**config.mk**
```make
export PLATFORM = sky130hd
export DESIGN_NAME = cmos_config_sequencer
export DESIGN_NICKNAME = d
export VERILOG_FILES = /design/src/rtl/cmos_config_sequencer.sv
export SDC_FILE = /design/constraint.sdc
export NUM_CORES = 1
export LEC_CHECK = 0
export ABC_AREA = 1
export CAP_MARGIN = 10
export CORE_MARGIN = 2
export CORE_UTILIZATION = 25
export DETAILED_ROUTE_END_ITERATION = 12
export PLACE_DENSITY = 0.45
export SLEW_MARGIN = 25
export SYNTH_ARGS = -nofsm -noshare
export SYNTH_HDL_FRONTEND = slang
export SYNTH_SLANG_ARGS = --single-unit
```
**constraint.sdc**
```tcl
create_clock -name sysclk -period 2.05 [get_ports sysclk]
set_input_delay 0.615 -clock sysclk [delete_from_list [all_inputs] [get_ports sysclk]]
set_output_delay 0.615 -clock sysclk [all_outputs]
set_load 0.05 [all_outputs]
```
**src/rtl/cmos_config_sequencer.sv**
```systemverilog
// cmos_config_sequencer
// Brings up an OV7670 after power-on. It pulses the camera hardware reset,
// waits for the sensor to settle, then walks a register table and hands each
// entry to the SCCB byte-writer. A NACKed write is retried up to MAX_RETRY
// extra times. The done output gates the downstream BRAM controller.
//
// Ports
//   sysclk, sysrst     : clock; asynchronous active-low reset
//   start              : one-cycle pulse; (re)runs configuration when not busy
//   rom_addr/rom_data  : synchronous table ROM, data valid one cycle after address
//                        entry = {reg[15:8], val[7:0]}; FFFF = end, FFF0 = delay
//   sccb_req/reg/val   : write request; transfer occurs on sccb_req && sccb_ready
//   sccb_ready         : writer idle and accepting
//   sccb_done/nack     : completion pulse; nack is valid with done
//   cmos_rst_n         : camera hardware reset, active-low
//   busy/done/error    : run status
//   writes_ok          : acknowledged writes in the current run
module cmos_config_sequencer #(
  parameter int ROM_AW        = 8,
  parameter int RESET_CYCLES  = 100000,
  parameter int SETTLE_CYCLES = 300000,
  parameter int DELAY_CYCLES  = 1000000,
  parameter int MAX_RETRY     = 3
) (
  input  logic              sysclk,
  input  logic              sysrst,
  input  logic              start,
  output logic [ROM_AW-1:0] rom_addr,
  input  logic [15:0]       rom_data,
  output logic              sccb_req,
  output logic [7:0]        sccb_reg,
  output logic [7:0]        sccb_val,
  input  logic              sccb_ready,
  input  logic              sccb_done,
  input  logic              sccb_nack,
  output logic              cmos_rst_n,
  output logic              busy,
  output logic              done,
  output logic              error,
  output logic [ROM_AW:0]   writes_ok
);

  typedef enum logic [3:0] {
    S_IDLE, S_HW_RESET, S_SETTLE, S_FETCH, S_DECODE, S_DELAY,
    S_ISSUE, S_WAIT_DONE, S_ADVANCE, S_DONE, S_ERROR
  } state_t;

  localparam int RW = $clog2(MAX_RETRY + 1) + 1;
  localparam logic [31:0]   RST_LAST  = 32'(RESET_CYCLES - 1);
  localparam logic [31:0]   SET_LAST  = 32'(SETTLE_CYCLES - 1);
  localparam logic [31:0]   DLY_LAST  = 32'(DELAY_CYCLES - 1);
  localparam logic [RW-1:0] RETRY_MAX = RW'(MAX_RETRY);

  state_t            r_state;
  logic [31:0]       r_cnt;
  logic [RW-1:0]     r_retry;
  logic [ROM_AW-1:0] r_rom_addr;
  logic              r_sccb_req;
  logic [7:0]        r_sccb_reg;
  logic [7:0]        r_sccb_val;
  logic              r_cmos_rst_n;
  logic              r_busy;
  logic              r_done;
  logic              r_error;
  logic [ROM_AW:0]   r_writes_ok;

  logic w_accept;
  logic w_last_slot;

  assign w_accept    = r_sccb_req && sccb_ready;
  // The table never wraps: once the top slot is consumed the run is over.
  assign w_last_slot = (r_rom_addr == '1);

  always_ff @(posedge sysclk or negedge sysrst) begin
    if (!sysrst) begin
      r_state      <= S_IDLE;
      r_cnt        <= '0;
      r_retry      <= '0;
      r_rom_addr   <= '0;
      r_sccb_req   <= 1'b0;
      r_sccb_reg   <= '0;
      r_sccb_val   <= '0;
      r_cmos_rst_n <= 1'b0;
      r_busy       <= 1'b0;
      r_done       <= 1'b0;
      r_error      <= 1'b0;
      r_writes_ok  <= '0;
    end else begin
      case (r_state)
        S_IDLE, S_DONE, S_ERROR: begin
          r_cmos_rst_n <= 1'b1;
          r_sccb_req   <= 1'b0;
          if (start) begin
            r_state      <= S_HW_RESET;
            r_cmos_rst_n <= 1'b0;
            r_busy       <= 1'b1;
            r_done       <= 1'b0;
            r_error      <= 1'b0;
            r_writes_ok  <= '0;
            r_retry      <= '0;
            r_cnt        <= '0;
          end
        end
        S_HW_RESET: begin
          if (r_cnt == RST_LAST) begin
            r_state      <= S_SETTLE;
            r_cmos_rst_n <= 1'b1;
            r_cnt        <= '0;
          end else begin
            r_cnt <= r_cnt + 32'd1;
          end
        end
        S_SETTLE: begin
          if (r_cnt == SET_LAST) begin
            r_state    <= S_FETCH;
            r_rom_addr <= '0;
            r_cnt      <= '0;
          end else begin
            r_cnt <= r_cnt + 32'd1;
          end
        end
        // Address is presented here; the ROM registers it at the end of the cycle.
        S_FETCH: r_state <= S_DECODE;
        S_DECODE: begin
          if (rom_data == 16'hFFFF) begin
            r_state <= S_DONE;
            r_busy  <= 1'b0;
            r_done  <= 1'b1;
          end else if (rom_data == 16'hFFF0) begin
            r_state <= S_DELAY;
            r_cnt   <= '0;
          end else begin
            r_sccb_reg <= rom_data[15:8];
            r_sccb_val <= rom_data[7:0];
            r_sccb_req <= 1'b1;
            r_state    <= S_ISSUE;
          end
        end
        S_DELAY: begin
          if (r_cnt == DLY_LAST) begin
            r_state <= S_ADVANCE;
            r_cnt   <= '0;
          end else begin
            r_cnt <= r_cnt + 32'd1;
          end
        end
        S_ISSUE: begin
          if (w_accept) begin
            r_sccb_req <= 1'b0;
            r_state    <= S_WAIT_DONE;
          end
        end
        S_WAIT_DONE: begin
          if (sccb_done) begin
            if (!sccb_nack) begin
              r_writes_ok <= r_writes_ok + 1'b1;
              r_retry     <= '0;
              r_state     <= S_ADVANCE;
            end else if (r_retry < RETRY_MAX) begin
              // Re-issue the same entry; reg/val are still latched.
              r_retry    <= r_retry + 1'b1;
              r_sccb_req <= 1'b1;
              r_state    <= S_ISSUE;
            end else begin
              r_state <= S_ERROR;
              r_busy  <= 1'b0;
              r_error <= 1'b1;
            end
          end
        end
        S_ADVANCE: begin
          if (w_last_slot) begin
            r_state <= S_DONE;
            r_busy  <= 1'b0;
            r_done  <= 1'b1;
          end else begin
            r_rom_addr <= r_rom_addr + 1'b1;
            r_state    <= S_FETCH;
          end
        end
        default: r_state <= S_IDLE;
      endcase
    end
  end

  assign rom_addr   = r_rom_addr;
  assign sccb_req   = r_sccb_req;
  assign sccb_reg   = r_sccb_reg;
  assign sccb_val   = r_sccb_val;
  assign cmos_rst_n = r_cmos_rst_n;
  assign busy       = r_busy;
  assign done       = r_done;
  assign error      = r_error;
  assign writes_ok  = r_writes_ok;

endmodule

```
==> results of run 1 <==
==> worst max-delay path: stages <==
cell and delay [ns]:
clkdlybuf4s50_1 0.48, nand2_1 0.07, nor2_2 0.12, inv_1 0.05
nor2_1 0.15, nand3_2 0.12, nand2_2 0.11, nand2_4 0.08
buf_12 0.15, nand2_1 0.06, nand4_1 0.09
==> cells in the final DEF (no fill, tap or decap), types with 6 or more instances in the layout <==
master,synthesis,final
o211ai_1,7,7
nand3_1,92,91
o21ai_1,6,7
buf_4,1,68
inv_1,72,72
clkdlybuf4s50_1,0,20
nand4_1,18,18
clkbuf_16,0,9
buf_12,0,8
nand2_2,9,11
nor2_1,90,88
inv_2,8,8
o21ai_0,21,20
nand2_1,261,259
o311ai_0,6,6
nor3_1,13,13
nor2_2,7,9
nand2_4,9,9
dfrtp_1,77,77
xor2_1,15,15
==> path summary, 6_finish.rpt <==
kind,from,endpoint,slack (ns),depth (start not counted)
worst max-delay path,rom_data[5],r_cnt[12]$_DFFE_PN0P_,0.17,11
worst min-delay path,sysrst,r_cnt[23]$_DFFE_PN0P_,0.16,1
worst max register to register,r_cnt[0]$_DFFE_PN0P_,r_state[3]$_DFFE_PN0P_,0.23,11
worst min register to register,sccb_reg[2]$_DFFE_PN0P_,sccb_reg[2]$_DFFE_PN0P_,0.47,2
max in group asynchronous,sysrst,rom_addr[0]$_DFFE_PN0P_,1.42,2
min in group sysclk,sccb_reg[2]$_DFFE_PN0P_,sccb_reg[2]$_DFFE_PN0P_,0.47,2
==> final cells by class <==
class / instances / area (sq um)
Inverter: 81 / 305.3
Clock inverter: 7 / 105.1
Tap cell: 275 / 344.1
Timing Repair Buffer: 96 / 870.8
Multi-Input combinational cell: 594 / 2960
Clock buffer: 9 / 225.2
Sequential cell: 77 / 1927
Fill cell: 2320 / 14080
==> where the power goes <==
group	switching, uW	leakage [uW]	total [uW]	internal [uW]
combinational	3320	0.00210	5150	1830
clock	719	0.000159	1810	1090
sequential	524	0.00103	2550	2020
total	4570	0.00329	9500	4940
==> repair_timing <==
action,4_1_cts,5_1_grt
hold buffers,0,0
setup endpoints to repair,0,26
gates resized for setup,0,7
==> stage by stage <==
| step | setup TNS (ns) | util |
|---|---|---|
| after floorplan | 0 | - |
| after global placement | -10.38 | 0.3068 |
| after detailed placement | -11.81 | 0.3068 |
| after CTS | 0 | 0.3227 |
| after global routing | 0 | 0.3236 |
| final | 0 | 0.3236 |
==> cell families (layout without fill, tap and decap cells) <==
family | Yosys count | count (layout) | share of synthesized area
AOI/OAI and AO/OA | 54 | 54 | 0.06583
xor gates and xnor gates | 19 | 19 | 0.03161
adders and majority gates | 4 | 4 | 0.009506
buffers and inverters | 94 | 193 | 0.07533
DFF | 77 | 77 | 0.3660
and+or+nand+nor | 517 | 517 | 0.4518
==> routing by layer <==
layer  vias up  GRT usage  routed length [microns]
met4         0    0.03095                      125
met1      2271     0.1985                     7574
li1       2657          -                        -
met5         -          0                        0
met2        78     0.2376                     7052
met3        10    0.03089                      593
==> metrics.txt, run 1 <==
synthesis-stage register bit count=slightly below 80; Setup CP Type=in2reg; share of cells above drive strength 1=0.1725; gr usage total=0.1454; CTS tree=yes; Net Count, Synth=approximately 790; vias in the first global route=4,967; Finished Cell Area=just under 7000 sq um; routability cong.=about 0.82; clock root cell=clkbuf_16; Top reg by flops=r_cnt; Cells after DPL=roughly 1,100; most common cell in the netlist=nand2_1; first drt pass iteration count=4; post-synth cell types=40; syn_area_per_cell=6.882 sq um; H-tree levels=3; Slew Limit Fails=0; Setup crit end kind=flop; CTS Buf Count=9; VDD IR max=between 0.7 and 0.8 mV; DR WL/cell=about 13 microns; count of warnings emitted by yosys=0; Power, Total=about 9500 uW; post-place setup slack=-0.3464 ns; Mapped Cells=765; I/O pins=60; CTS Buffer Depth=2; RSZ-0062 raised after global routing=false; starting density of the core=0.2529; cell taking the most area after synthesis=dfrtp_1; number of I/O port buffers=59; Slew @ Worst Pin=around 0.5 ns; # setup viols final=0; post-route setup slack=approximately 0.17 ns; vias per cell=around 4.4; total die area=around 22,000 sq um; Worst Setup Start Kind=input pin; Final ANT Viol Nets=0; Critical Path RT=~2.3 ns; top cell type's share of synthesized area=0.3660; post-synthesis sequential area ratio=0.3660; worst hold path type=in2async; post-detail-place hpwl=roughly 12,000 microns; antenna cells=0; worst skew pair latency=between 0.3 and 0.4 ns; vias after detailed routing=~5,000; final-stage net count=just under 900; synth top area cells=dfrtp_1 (37%), nand2_1 (19%), nand3_1 (8.7%), nor2_1 (6.4%), inv_1 (5.1%); Die Ht=149.1 microns; Iter 0 DRT Violations=215; worst hold slack=~0.16 ns; # DRC=0; Hold Vio Cnt, Final=0; row count=53; mapped cell area=between 5000 and 6000 sq um; Post-synth top flop=dfrtp_1; Die X=149.1 microns; asr flop ratio synth=1.000; core area=about 21,000 sq um; PwrDens=roughly 1400 nW/um^2; Max-cap violations=0; Arr. time, crit path=approximately 2.1 ns; placed cell areas=6389 sq um; crit-path max FO=16; area grow syn2layout=27.97%; top cells by count, synth=nand2_1 (261), nand3_1 (92), nor2_1 (90); outcome=complete, no violations; worst setup skew after layout=0.008954 ns; first-pass GRT wire length=between 20,000 and 30,000 microns; global route overflow=0; EDFF count, synth=0; final clock period utilization by the worst path=0.9151; Final Non-Filler Cells=between 1,000 and 1,500; CTS clk-pin slew, worst paths=0.07 ns; max reg flops=32; Post-CTS Setup Bufs=0; initial antenna violation count=0; fmax=533.1 MHz; Final min period=roughly 1.9 ns; WL final=~15,000 microns; clk sinks=77; Pleak=0.003288 uW; largest net degree at the start of global routing=34; worst relative slew slack=0.6619
Power figures use the tool's default switching activity.
==> inputs of run 2 (changes only) <==
--- a/config.mk
+++ b/config.mk
@@ -9,8 +9,9 @@
 export CAP_MARGIN = 10
 export CORE_MARGIN = 2
 export CORE_UTILIZATION = 25
+export CTS_CLUSTER_SIZE = 20
 export DETAILED_ROUTE_END_ITERATION = 12
-export PLACE_DENSITY = 0.45
+export PLACE_DENSITY = 0.49
 export SLEW_MARGIN = 25
 export SYNTH_ARGS = -nofsm -noshare
 export SYNTH_HDL_FRONTEND = slang
==> metrics.txt, run 2 (same netlist as run 1, synthesis figures left out) <==
Hold Vio Cnt, Final=0 (unchanged); Die X=149.1 microns (unchanged); FF-to-FF setup slack=0.21 ns (-0.02 ns); Final ANT Viol Nets=0 (unchanged); VDD IR max=0.7916 mV (+1.6%); Seq pwr share=0.267 (about the same); Cells after DPL=1,122 (-0.089%); combinational group share of total power=0.533 (-0.009); Arr. time, crit path=2.11 ns (+0.02 ns); area grow syn2layout=28.14%; gr usage total=0.1451 (-0.0003338); initial antenna violation count=0 (unchanged); slowest CP cell=clkdlybuf4s50_1; CTS Buf Count=9 (unchanged); worst skew pair latency=0.35 ns (about the same); Setup CP Type=in2reg; largest net degree at the start of global routing=33 (-2.9%); Pint=5069 uW (+2.6%); NetSw=4540 uW (-0.57%); first drt pass iteration count=5 (+1); RSZ-0062 raised after global routing=false; crit-path max FO=13 (-3); Top reg by flops=r_cnt; number of I/O port buffers=59 (unchanged); clock root cell=clkbuf_16; first-pass GRT wire length=25,590 microns (-0.37%); cell chain of the critical path=clkdlybuf4s50_1, nand2_1, nor2_1, nand2_1, inv_1, nand3_2, nand2_2, nand2_4, buf_12, nand2_1, nand3_1; fmax=528.4 MHz (-0.88%); CP peak stage delay=0.49 ns (about the same); row count=53 (unchanged); clk sinks=77 (unchanged); worst relative slew slack=0.7060 (+0.04407); # DRC=0 (unchanged); worst setup skew after layout=0.01012 ns (+0.001170 ns); Max-cap violations=0 (unchanged); most used cell along the critical path=nand2_1; CTS Buffer Depth=2 (unchanged); Slew Limit Fails=0 (unchanged); Pleak=0.003289 uW (about the same); Iter 0 DRT Violations=296 (+38%); core area=20,820 sq um (unchanged); vias after detailed routing=5,130 (+2.3%); max reg flops=32 (unchanged); share of cells above drive strength 1=0.1703 (-0.002118); CTS tree=yes; worst hold path type=in2async; Critical Path RT=2.27 ns (about the same); I/O pins=60 (unchanged); PwrDens=1424 nW/um^2 (+0.97%); Post-CTS Setup Bufs=0 (unchanged); Final min period=1.893 ns (+0.01659 ns); H-tree levels=3 (unchanged); # setup viols final=0 (unchanged); post-detail-place hpwl=11,600 microns (-1.3%); Worst Setup Start Kind=input pin; global route overflow=0 (unchanged); Clk pwr share=0.200 (+0.010); starting density of the core=0.2529 (unchanged); Final Non-Filler Cells=1,138 (-0.088%); total die area=22,240 sq um (unchanged); CTS clk-pin slew, worst paths=0.06 ns (about the same); outcome=complete, no violations; final-stage net count=884 (-0.11%); cts hold-fix bufs=0 (unchanged); Fill cells=2,313 (-0.30%); commonest non-fill, non-tap cell in the layout=nand2_1; post-cts sizing count=0 (unchanged); antenna cells=0 (unchanged); worst hold slack=0.1549 ns (-0.003618 ns); DR WL/cell=13.40 microns (-0.53%); Die Ht=149.1 microns (unchanged); Sw Ratio=0.4725 (-0.007949); final clock period utilization by the worst path=0.9232 (+0.008092); Slew @ Worst Pin=0.4376 ns (-0.06559 ns); vias per cell=4.508 (+2.4%); Setup crit end kind=flop; routability cong.=0.8224 (about the same); vias in the first global route=5,068 (+2.0%); WL final=15,250 microns (-0.61%); most frequent cells in the layout=nand2_1 (260), nand3_1 (91), nor2_1 (88)
run 2: cell count changes in the layout (fill, tap and decap cells not counted), sizes merged:
cell	previous run	this run
bufinv	2	3
clkinvlp	1	2
inv	83	80
buf	76	75
clkbuf	9	10
run 2: metrics by stage:
step / util / power, uW / setup WS (ns) / TNS (ns) / instance area (sq um)
after floorplan: - / 5990 / 0.05145 / 0 / 5265
after global placement: 0.3065 / 7741 / -0.3309 / -10.36 / 6381
after detailed placement: 0.3065 / 7753 / -0.2706 / -10.99 / 6381
after CTS: 0.3232 / 9722 / 0.05352 / 0 / 6730
after global routing: 0.3240 / 10380 / 0.001899 / 0 / 6746
final: 0.3240 / 9609 / 0.1575 / 0 / 6746
run 2: worst paths after layout:
kind                                         start                       end  depth (start not counted)
min in group sysclk        sccb_val[3]$_DFFE_PN0P_   sccb_val[3]$_DFFE_PN0P_                          2
hold / removal                              sysrst      r_cnt[8]$_DFFE_PN0P_                          1
max in group asynchronous                   sysrst  writes_ok[2]$_DFFE_PN0P_                          2
hold reg to reg            sccb_val[3]$_DFFE_PN0P_   sccb_val[3]$_DFFE_PN0P_                          2
setup / recovery                       rom_data[9]     r_cnt[27]$_DFFE_PN0P_                         11
setup reg to reg              r_cnt[0]$_DFFE_PN0P_    r_state[3]$_DFFE_PN0P_                         11
run 2: power groups by stage:
stage | Combinational, uW | Clock [uW] | Sequential (uW)
floorplan | 2830 | 0 | 3160
global placement | 5160 | 0 | 2580
detailed placement | 5180 | 0 | 2580
CTS | 5190 | 1970 | 2570
global route | 5680 | 2040 | 2660
finish | 5120 | 1920 | 2570
run 2: area by class of cell:
class / count / area [sq um] / area share
multi-input cells: 594 / 2958 / 0.4384
flip-flops and latches: 77 / 1927 / 0.2856
repair buffers: 95 / 863.3 / 0.1280
well taps: 275 / 344.1 / 0.05100
inverters: 81 / 305.3 / 0.04525
clock buffers: 10 / 239.0 / 0.03542
clock inverters: 6 / 110.1 / 0.01632
run 2: critical path: cells and delay by family:
kind	cells	cell delay, ns
buffers and inverters	3	0.74
AND/OR/NAND/NOR	8	0.75
run 2: layer usage:
metal | wire (microns) | vias up | part of all wire | global-route usage
li1 | - | 2654 | - | -
met1 | 7425 | 2346 | 0.49 | 0.1986
met2 | 7031 | 112 | 0.46 | 0.2341
met3 | 579 | 18 | 0.038 | 0.02355
met4 | 216 | 0 | 0.014 | 0.04667
met5 | 0 | - | 0 | 0
==> inputs of run 3 (changes only) <==
--- a/config.mk
+++ b/config.mk
@@ -6,8 +6,6 @@
 export NUM_CORES = 1
 export LEC_CHECK = 0
 export ABC_AREA = 1
-export CAP_MARGIN = 10
-export CORE_MARGIN = 2
 export CORE_UTILIZATION = 25
 export CTS_CLUSTER_SIZE = 20
 export DETAILED_ROUTE_END_ITERATION = 12
==> metrics.txt, run 3 (same netlist as run 1, synthesis figures left out) <==
vias per cell=4.508 (about the same); Max-cap violations=0 (unchanged); met3 track demand over resource=0.03106 (+0.007509); area grow syn2layout=28.23% (about the same); gr usage total=0.1480 (+0.002872); final-stage net count=888 (+0.45%); Top reg by flops=r_cnt; Seq pwr share=0.269 (+0.002); CTS tree=yes; Power, Total=9534 uW (-0.78%); cts hold-fix bufs=0 (unchanged); final core utilization=0.3305 (+0.006475); WL final=15,180 microns (-0.49%); initial antenna violation count=0 (unchanged); number of I/O port buffers=59 (unchanged); post-route setup slack=0.2136 ns (+0.05609 ns); Die Ht=147.1 microns (-1.3%); Setup crit end kind=flop; share of cells above drive strength 1=0.1788 (+0.008441); Slew @ Worst Pin=0.5332 ns (+0.09554 ns); worst relative slew slack=0.6440 (-0.06197); first-pass GRT wire length=25,710 microns (+0.46%); VDD IR max=0.7289 mV (-7.9%); Critical Path RT=2.27 ns (about the same); vias after detailed routing=5,126 (-0.078%); global routing usage on met2=0.2413 (+0.007172); crit-path max FO=15 (+2); worst setup skew after layout=0.01184 ns (+0.001712 ns); clk sinks=77 (unchanged); PwrDens=1412 nW/um^2 (-0.86%); CTS Buffer Depth=2 (unchanged); routability cong.=0.8383 (+1.9%); Worst Setup Start Kind=input pin; Die X=147.1 microns (-1.3%); first drt pass iteration count=6 (+1); core area=20,430 sq um (-1.9%); Clk pwr share=0.188 (-0.012); Arr. time, crit path=2.06 ns (-0.05 ns); Fill cells=2,254 (-2.6%); global route overflow=0 (unchanged); row count=52 (-1.9%); NetSw=4561 uW (+0.45%); FF-to-FF setup slack=0.22 ns (about the same); busiest grt layer=met2; starting density of the core=0.2577 (+0.004863); Final ANT Viol Nets=0 (unchanged); setup_tns=0 ns (unchanged); commonest non-fill, non-tap cell in the layout=nand2_1; post-detail-place hpwl=11,490 microns (-0.93%); I/O pins=60 (unchanged); post-place setup slack=-0.3303 ns (-0.05973 ns); vias in the first global route=5,089 (+0.41%); antenna cells=0 (unchanged); met1 GRT Util=0.1946 (-0.003990); Hold Vio Cnt, Final=0 (unchanged); Pleak=0.003296 uW (+0.21%); max reg flops=32 (unchanged); total die area=21,640 sq um (-2.7%); clock root cell=clkbuf_16; # DRC=0 (unchanged); outcome=complete, no violations; fmax=544.5 MHz (+3.1%); Pint=4973 uW (-1.9%); H-tree levels=3 (unchanged); Final min period=1.836 ns (-0.05609 ns); combinational group share of total power=0.543 (+0.010); CTS Buf Count=9 (unchanged); # setup viols final=0 (unchanged); worst hold path type=in2async; Setup CP Type=in2reg; most frequent cells in the layout=nand2_1 (258), nand3_1 (91), nor2_1 (87); DR WL/cell=13.35 microns (-0.40%); final clock period utilization by the worst path=0.8958 (-0.02736); CTS clk-pin slew, worst paths=0.06 ns (about the same); Sw Ratio=0.4784 (+0.005893); worst skew pair latency=0.35 ns (about the same); Iter 0 DRT Violations=260 (-12%); largest net degree at the start of global routing=36 (+9.1%); Slew Limit Fails=0 (unchanged)
run 3: changes by cell type in the layout (fill, tap and decap cells not counted), sizes merged:
cell / before / now
buf: 75 / 79
bufinv: 3 / 2
clkinv: 2 / 3
clkinvlp: 2 / 1
inv: 80 / 81
run 3: layout make-up:
class	instances	area [sq um]	area share
tap	270	337.8	0.05004
sequential	77	1927	0.2854
timing repair buffer	99	880.8	0.1305
clock buffer	10	239.0	0.03540
inverter	81	305.3	0.04522
multi-input combinational	594	2968	0.4396
clock inverter	6	93.84	0.01390
run 3: timing repair:
action                                 CTS  global route
endpoints found under the hold margin    0             0
buffers inserted                         0             6
setup endpoints to repair                0            46
gates resized for setup                  0            10
run 3: metrics by stage:
step	area, sq um	hold WS [ns]	std cells
after global placement	6347	0.4577	1115
after CTS	6680	0.09012	1131
final	6751	0.09851	1137
after global routing	6751	0.09190	1137
after detailed placement	6347	0.4635	1115
after floorplan	5265	0.3194	765
run 3: final timing paths:
kind | startpoint | end | depth (start not counted)
worst max-delay path | rom_data[5] | r_cnt[6]$_DFFE_PN0P_ | 11
worst min-delay path | sysrst | r_cnt[0]$_DFFE_PN0P_ | 1
worst max register to register | r_cnt[1]$_DFFE_PN0P_ | r_state[3]$_DFFE_PN0P_ | 11
worst min register to register | sccb_reg[6]$_DFFE_PN0P_ | sccb_reg[6]$_DFFE_PN0P_ | 2
max in group asynchronous | sysrst | rom_addr[6]$_DFFE_PN0P_ | 2
min in group sysclk | sccb_reg[6]$_DFFE_PN0P_ | sccb_reg[6]$_DFFE_PN0P_ | 2
run 3: critical path, cell delays in order:
cell             delay, ns
clkdlybuf4s50_1       0.48
nand2_1               0.07
nor2_2                0.13
inv_1                 0.06
nor2_2                0.11
nand3_2               0.11
nand2_2               0.11
nand2_4               0.08
buf_12                0.15
nand2_1               0.05
nand4_1               0.08
run 3: per-layer routing:
metal	vias to the layer above	routed length, microns	share of wire
met1	2340	7417	0.49
met5	-	0	0
met4	0	219	0.014
met3	14	544	0.036
li1	2669	-	-
met2	103	6995	0.46
run 3: power groups by stage:
stage / combinational, uW / clock [uW] / sequential, uW
finish: 5180 / 1800 / 2560
global route: 5690 / 1910 / 2660
CTS: 5180 / 1860 / 2560
detailed placement: 5170 / 0 / 2570
global placement: 5150 / 0 / 2590
floorplan: 2830 / 0 / 3160
